[src/rtl/serial_adder_if.sv]
// ============================================================================
// serial_adder_if : operand/result valid-ready bundle for serial_adder. Rev 1.0
// ============================================================================
`default_nettype none

interface serial_adder_if #(
    parameter int WIDTH = 8
);
    logic             in_valid;
    logic             in_ready;
    logic [WIDTH-1:0] a;
    logic [WIDTH-1:0] b;
    logic             cin;
    logic             out_valid;
    logic             out_ready;
    logic [WIDTH-1:0] sum;
    logic             cout;
    logic             busy;

    modport master (
        output in_valid, a, b, cin, out_ready,
        input  in_ready, out_valid, sum, cout, busy
    );

    modport slave (
        input  in_valid, a, b, cin, out_ready,
        output in_ready, out_valid, sum, cout, busy
    );
endinterface

`default_nettype wire

[src/rtl/serial_adder.sv]
// ============================================================================
// serial_adder : bit-serial WIDTH-bit adder sequencing one fulladd cell. Rev 1.0
// ============================================================================
`default_nettype none

module fulladd (
    input  logic a,
    input  logic b,
    input  logic cin,
    output logic s,
    output logic cout
);
    assign s    = a ^ b ^ cin;
    assign cout = (a & b) | (cin & (a ^ b));
endmodule

module serial_adder #(
    parameter int WIDTH = 8
) (
    input  logic          clk,
    input  logic          rst_n,
    serial_adder_if.slave bus
);
    localparam int                 c_cnt_w    = (WIDTH > 1) ? $clog2(WIDTH) : 1;
    localparam logic [c_cnt_w-1:0] c_last_cnt = c_cnt_w'(WIDTH - 1);
    localparam logic [c_cnt_w-1:0] c_cnt_one  = c_cnt_w'(1);

    typedef enum logic [1:0] {
        S_IDLE = 2'd0,
        S_RUN  = 2'd1,
        S_DONE = 2'd2
    } state_t;

    state_t             r_state;
    state_t             w_next;
    logic [WIDTH-1:0]   r_a_sh;
    logic [WIDTH-1:0]   r_b_sh;
    logic [WIDTH-2:0]   r_s_sh;
    logic [WIDTH-1:0]   r_sum;
    logic               r_carry;
    logic               r_cout;
    logic [c_cnt_w-1:0] r_cnt;
    logic               w_fa_s;
    logic               w_fa_cout;
    logic [WIDTH-1:0]   w_s_next;
    logic               w_last;

    fulladd u_fa (
        .a    (r_a_sh[0]),
        .b    (r_b_sh[0]),
        .cin  (r_carry),
        .s    (w_fa_s),
        .cout (w_fa_cout)
    );

    // Sum bits enter at the top and migrate down, so after WIDTH steps bit 0 sits at LSB.
    assign w_s_next = {w_fa_s, r_s_sh};
    assign w_last   = (r_cnt == c_last_cnt);

    assign bus.in_ready  = (r_state == S_IDLE);
    assign bus.out_valid = (r_state == S_DONE);
    assign bus.busy      = (r_state == S_RUN);
    assign bus.sum       = r_sum;
    assign bus.cout      = r_cout;

    always_ff @(posedge clk or negedge rst_n) begin
        if (!rst_n) begin
            r_state <= S_IDLE;
        end else begin
            r_state <= w_next;
        end
    end

    always_comb begin
        w_next = r_state;
        case (r_state)
            S_IDLE:  if (bus.in_valid)  w_next = S_RUN;
            S_RUN:   if (w_last)        w_next = S_DONE;
            S_DONE:  if (bus.out_ready) w_next = S_IDLE;
            default:                    w_next = S_IDLE;
        endcase
    end

    always_ff @(posedge clk or negedge rst_n) begin
        if (!rst_n) begin
            r_a_sh  <= '0;
            r_b_sh  <= '0;
            r_s_sh  <= '0;
            r_sum   <= '0;
            r_carry <= 1'b0;
            r_cout  <= 1'b0;
            r_cnt   <= '0;
        end else begin
            case (r_state)
                S_IDLE: begin
                    if (bus.in_valid) begin
                        r_a_sh  <= bus.a;
                        r_b_sh  <= bus.b;
                        r_carry <= bus.cin;
                        r_cnt   <= '0;
                    end
                end
                S_RUN: begin
                    r_s_sh  <= w_s_next[WIDTH-1:1];
                    r_carry <= w_fa_cout;
                    r_a_sh  <= {1'b0, r_a_sh[WIDTH-1:1]};
                    r_b_sh  <= {1'b0, r_b_sh[WIDTH-1:1]};
                    r_cnt   <= r_cnt + c_cnt_one;
                    if (w_last) begin
                        r_sum  <= w_s_next;
                        r_cout <= w_fa_cout;
                    end
                end
                default: begin
                end
            endcase
        end
    end
endmodule

`default_nettype wire

[src/flat_wrapper.sv]
// flat-port wrapper written by rule: the top's interface ports become plain ports
module serial_adder_flat 
#(
    parameter int WIDTH = 8
)
  (clk, rst_n, bus_in_valid, bus_a, bus_b, bus_cin, bus_out_ready, bus_in_ready, bus_out_valid, bus_sum, bus_cout, bus_busy);
  serial_adder_if #(.WIDTH(WIDTH)) bus_i ();
  input  logic clk;
  input  logic rst_n;
  input wire logic [$bits(bus_i.in_valid)-1:0] bus_in_valid;
  input wire logic [$bits(bus_i.a)-1:0] bus_a;
  input wire logic [$bits(bus_i.b)-1:0] bus_b;
  input wire logic [$bits(bus_i.cin)-1:0] bus_cin;
  input wire logic [$bits(bus_i.out_ready)-1:0] bus_out_ready;
  output wire logic [$bits(bus_i.in_ready)-1:0] bus_in_ready;
  output wire logic [$bits(bus_i.out_valid)-1:0] bus_out_valid;
  output wire logic [$bits(bus_i.sum)-1:0] bus_sum;
  output wire logic [$bits(bus_i.cout)-1:0] bus_cout;
  output wire logic [$bits(bus_i.busy)-1:0] bus_busy;
  assign bus_i.in_valid = bus_in_valid;
  assign bus_i.a = bus_a;
  assign bus_i.b = bus_b;
  assign bus_i.cin = bus_cin;
  assign bus_i.out_ready = bus_out_ready;
  assign bus_in_ready = bus_i.in_ready;
  assign bus_out_valid = bus_i.out_valid;
  assign bus_sum = bus_i.sum;
  assign bus_cout = bus_i.cout;
  assign bus_busy = bus_i.busy;
  serial_adder #(.WIDTH(WIDTH)) u_core (.clk(clk), .rst_n(rst_n), .bus(bus_i));
endmodule
[config.mk]
export PLATFORM = sky130hd
export DESIGN_NAME = serial_adder_flat
export DESIGN_NICKNAME = d
export VERILOG_FILES = /design/src/rtl/serial_adder_if.sv /design/src/rtl/serial_adder.sv /design/src/flat_wrapper.sv
export SDC_FILE = /design/constraint.sdc
export NUM_CORES = 1
export LEC_CHECK = 0
export CAP_MARGIN = 30
export CORE_MARGIN = 2
export CORE_UTILIZATION = 45
export DETAILED_ROUTE_END_ITERATION = 8
export GPL_ROUTABILITY_DRIVEN = 0
export PLACE_DENSITY = 0.71
export SYNTH_ARGS = -nofsm -noshare
export SYNTH_HDL_FRONTEND = slang
export SYNTH_SLANG_ARGS = --single-unit
[constraint.sdc]
create_clock -name clk -period 1.9 [get_ports clk]
set_input_delay 0.38 -clock clk [delete_from_list [all_inputs] [get_ports clk]]
set_output_delay 0.38 -clock clk [all_outputs]
set_load 0.05 [all_outputs]
==> summary.md <==
| Metric | Value |
|---|---|
| Top FF cell, synth | `dfrtp_1` |
| Vias in the first global route | `1191` |
| CP max stage delay | `800 ps` |
| Post-synth EDFFs | `0` |
| Share of the synthesized area in the top cell type | `a little under three fifths` |
| Gr usage total | `17.2%` |
| Setup TNS Final | `0 ps` |
| Cell Pwr Density | `between 1500 and 2000 mW/mm^2` |
| Largest delay contributor family on the critical path | `buffers and inverters` |
| Largest net degree at the start of global routing | `39` |
| Type of the most critical hold path | `input port to async pin` |
| Clock power frac | `17.5%` |
| Die Y | `65.0 um` |
| PortBufs | `32` |
| First drt pass iteration count | `5` |
| Clock latency on the worst-skew pair | `290 ps` |
| Synth-to-Final Area Change | `27.7%` |
| Worst rel slew slack | `around two thirds` |
| WP buf/inv | `1` |
| Die width | `65.0 um` |
| Switching power | `roughly 0.0015 W` |
| Tmin final | `around 1800 ps` |
| Total power | `0.00390 W` |
| Switching share of power | `between 30 and 40%` |
| Yosys warnings | `0` |
| CP Cell Sequence | `clkdlybuf4s50_1` |
| Period utilisation layout | `between 90 and 100%` |
| Final HPWL DP | `2.26 mm` |
| Setup bufs post-CTS | `0` |
| Worst Setup Start Kind | `flop` |
| Dominant cell type by area after synthesis | `dfrtp_1` |
| Peak supply drop | `about 0.76 mV` |
| R2R Setup Slk | `430 ps` |
| CP Capture Type | `output port` |
| Cell area after synthesis | `0.00167 sq mm` |
| Crit Reg-Reg Endpoint | `u_core.bus.cout` |
| Required time worst endpoint | `roughly 1500 ps` |
| CTS Sinks | `38` |
| Ant diodes | `0` |
| CTS root buffer | `clkbuf_8` |
| Count leader, synth | `dfrtp_1` |
| H-tree depth | `2` |
| Fmax | `~0.55 GHz` |
| Clock slew at reported path FFs | `approximately 70 ps` |
| Num rows | `22` |
| Ys async rst share | `100%` |
| Most instantiated cells after synthesis | `dfrtp_1 (38), o22ai_1 (24), nand2_1 (23)` |
| FF-to-FF Start | `u_core.r_state[0]` |
| Die area | `about 0.0042 sq mm` |
| Endpoints failing setup | `0` |
| Grt ovf | `0` |
| Via count | `1233` |
| Sequential fraction of the synthesis area | `56.8%` |
| Nets | `~200` |
| Global-route wire length before repair | `~5.5 mm` |
| Synthesized Nets | `around 170` |
| Top cells by area, synth | `dfrtp_1 (57%), o22ai_1 (9.0%), mux2_4 (8.1%), nand2_1 (5.2%), a21oi_1 (3.3%)` |
| # IOs | `33` |
| Avg WL per Cell | `between 10 and 15 um` |
| Drt initial violations | `between 60 and 70` |
| P_int | `between 0.002 and 0.0025 W` |
| Worst R2R Path Depth | `4` |
| Initial core utilization | `between 40 and 50%` |
| Layout cells sized above 1 | `16.4%` |
| Total CTS buffers | `5` |
| Initial antenna violation count | `0` |
| CP max FO | `2` |
| Hold buffers post-CTS | `0` |
| Fin. max-slew vios | `0` |
| Crit path DAT | `about 1500 ps` |
| DRC viols | `0` |
| Mapped Cells | `about 140` |
| Seq pwr share | `37.5%` |
| Detailed Route WL | `~3.2 mm` |
| Number of synthesized register bits | `38` |
| Total of max-cap violations | `0` |
| Total core area | `~0.0036 sq mm` |
| Critical path type | `flop to output port` |
| Status | `complete, no violations` |
| Yosys cell types | `24` |
| Fill cells | `315` |
| RSZ-0062 raised after global routing | `false` |
| Combinational Power Share | `between 40% and 50%` |
| Slowest-stage cell, CP | `clkdlybuf4s50_1` |
| Clk buf depth | `2` |
| Fin. Hold Viols | `0` |
| Cells resized by post-CTS repair | `0` |
| Clk_skew | `5.29 ps` |
| Post-DRT Antenna Nets | `0` |
| Syn avg cell area | `about 12 sq um` |
| CTS tree | `built` |
| Pleak | `a little under 1 nW` |
| Slew at the pin closest to its max-slew limit | `499 ps` |
| Via density | `5.48` |
## through the flow
| step | instances | hold slack (ps) | instance area [sq um] | util (%) | setup slack [ps] |
|---|---|---|---|---|---|
| global route | 225 | 178 | 2140 | 59.3 | 26.8 |
| detailed placement | 218 | 460 | 2030 | 56.2 | 236 |
| floorplan | 144 | 84.4 | 1670 | - | 187 |
| global placement | 218 | 448 | 2030 | 56.2 | 312 |
| CTS | 225 | 152 | 2140 | 59.3 | 65.3 |
| finish | 225 | 135 | 2140 | 59.3 | 73.8 |
## cell families after synthesis
group,after synthesis,share of synthesized area (%)
AO/OA/AOI/OAI,47,18.1
flip-flops,38,56.8
AND/OR/NAND/NOR,35,9.72
buffers and inverters,12,4.63
multiplexers,9,8.07
adder cells (fa/ha/maj),3,2.69
## power groups by stage
stage	Clock [W]	Combinational [W]	Sequential, W
floorplan	0	0.00110	0.00168
global placement	0	0.00172	0.00145
detailed placement	0	0.00177	0.00148
CTS	0.000701	0.00177	0.00146
global route	0.000737	0.00191	0.00151
finish	0.000684	0.00175	0.00146
## cell type report
class / instances / area, sq um / area share (%)
Sequential cell: 38 / 951 / 44.5
Multi-Input combinational cell: 94 / 646 / 30.2
Timing Repair Buffer: 35 / 350 / 16.4
Clock buffer: 6 / 82.6 / 3.86
Tap cell: 48 / 60.1 / 2.81
Clock inverter: 1 / 30.0 / 1.40
Inverter: 3 / 18.8 / 0.878
## metal layers
layer / global-route usage, % / part of all wire [%] / up-vias
met3: 4.69 / 6.5 / 5
li1: - / - / 590
met2: 26.8 / 48 / 39
met5: 0 / 0 / -
met4: 7.18 / 1.5 / 0
met1: 22.6 / 44 / 599
## worst reg2reg max path, cell delays in order, from the launching register on
cell      delay (ps)
dfrtp_1          540
nand2b_1         220
inv_8            160
nand2_8          110
mux2_4           320
## layout by cell type, fill, tap and decap left out
cell type | netlist | final
buf_12 | 0 | 2
o31ai_1 | 1 | 1
nand2_8 | 1 | 1
o22ai_1 | 24 | 24
ha_1 | 2 | 2
o21ai_0 | 2 | 2
nor2b_1 | 1 | 1
nand2b_1 | 4 | 4
dfrtp_1 | 38 | 38
mux2_4 | 9 | 9
fa_1 | 1 | 1
bufinv_16 | 0 | 1
nor2_1 | 5 | 5
a21oi_1 | 11 | 11
buf_4 | 1 | 6
clkbuf_8 | 0 | 6
buf_2 | 5 | 1
nand2_1 | 23 | 23
a22o_1 | 2 | 2
or2_2 | 1 | 1
inv_1 | 1 | 1
inv_2 | 1 | 1
clkdlybuf4s50_1 | 0 | 26
a2bb2oi_1 | 6 | 6
a32o_1 | 1 | 1
inv_8 | 1 | 1
## how the worst max path moves through the flow
stage | from | end | cells past startpoint
after floorplan | u_core.r_state[1] | bus_out_valid | 3
after global placement | bus_in_valid | u_core.r_cnt[0] | 4
after detailed placement | bus_in_valid | u_core.r_b_sh[4] | 4
after CTS | u_core.bus.sum[4] | bus_sum[4] | 1
after global routing | u_core.bus.sum[0] | bus_sum[0] | 1
final | u_core.bus.sum[0] | bus_sum[0] | 1
## sequential cells by signal, indices dropped and copies added, names as in the netlist
name             flops
u_core.r_cnt         3
u_core.r_s_sh        7
u_core.r_a_sh        8
u_core.r_carry       1
u_core.r_state       2
u_core.bus.sum       8
u_core.r_b_sh        8
u_core.bus.cout      1
No activity file was read; power rests on OpenSTA's default activity.
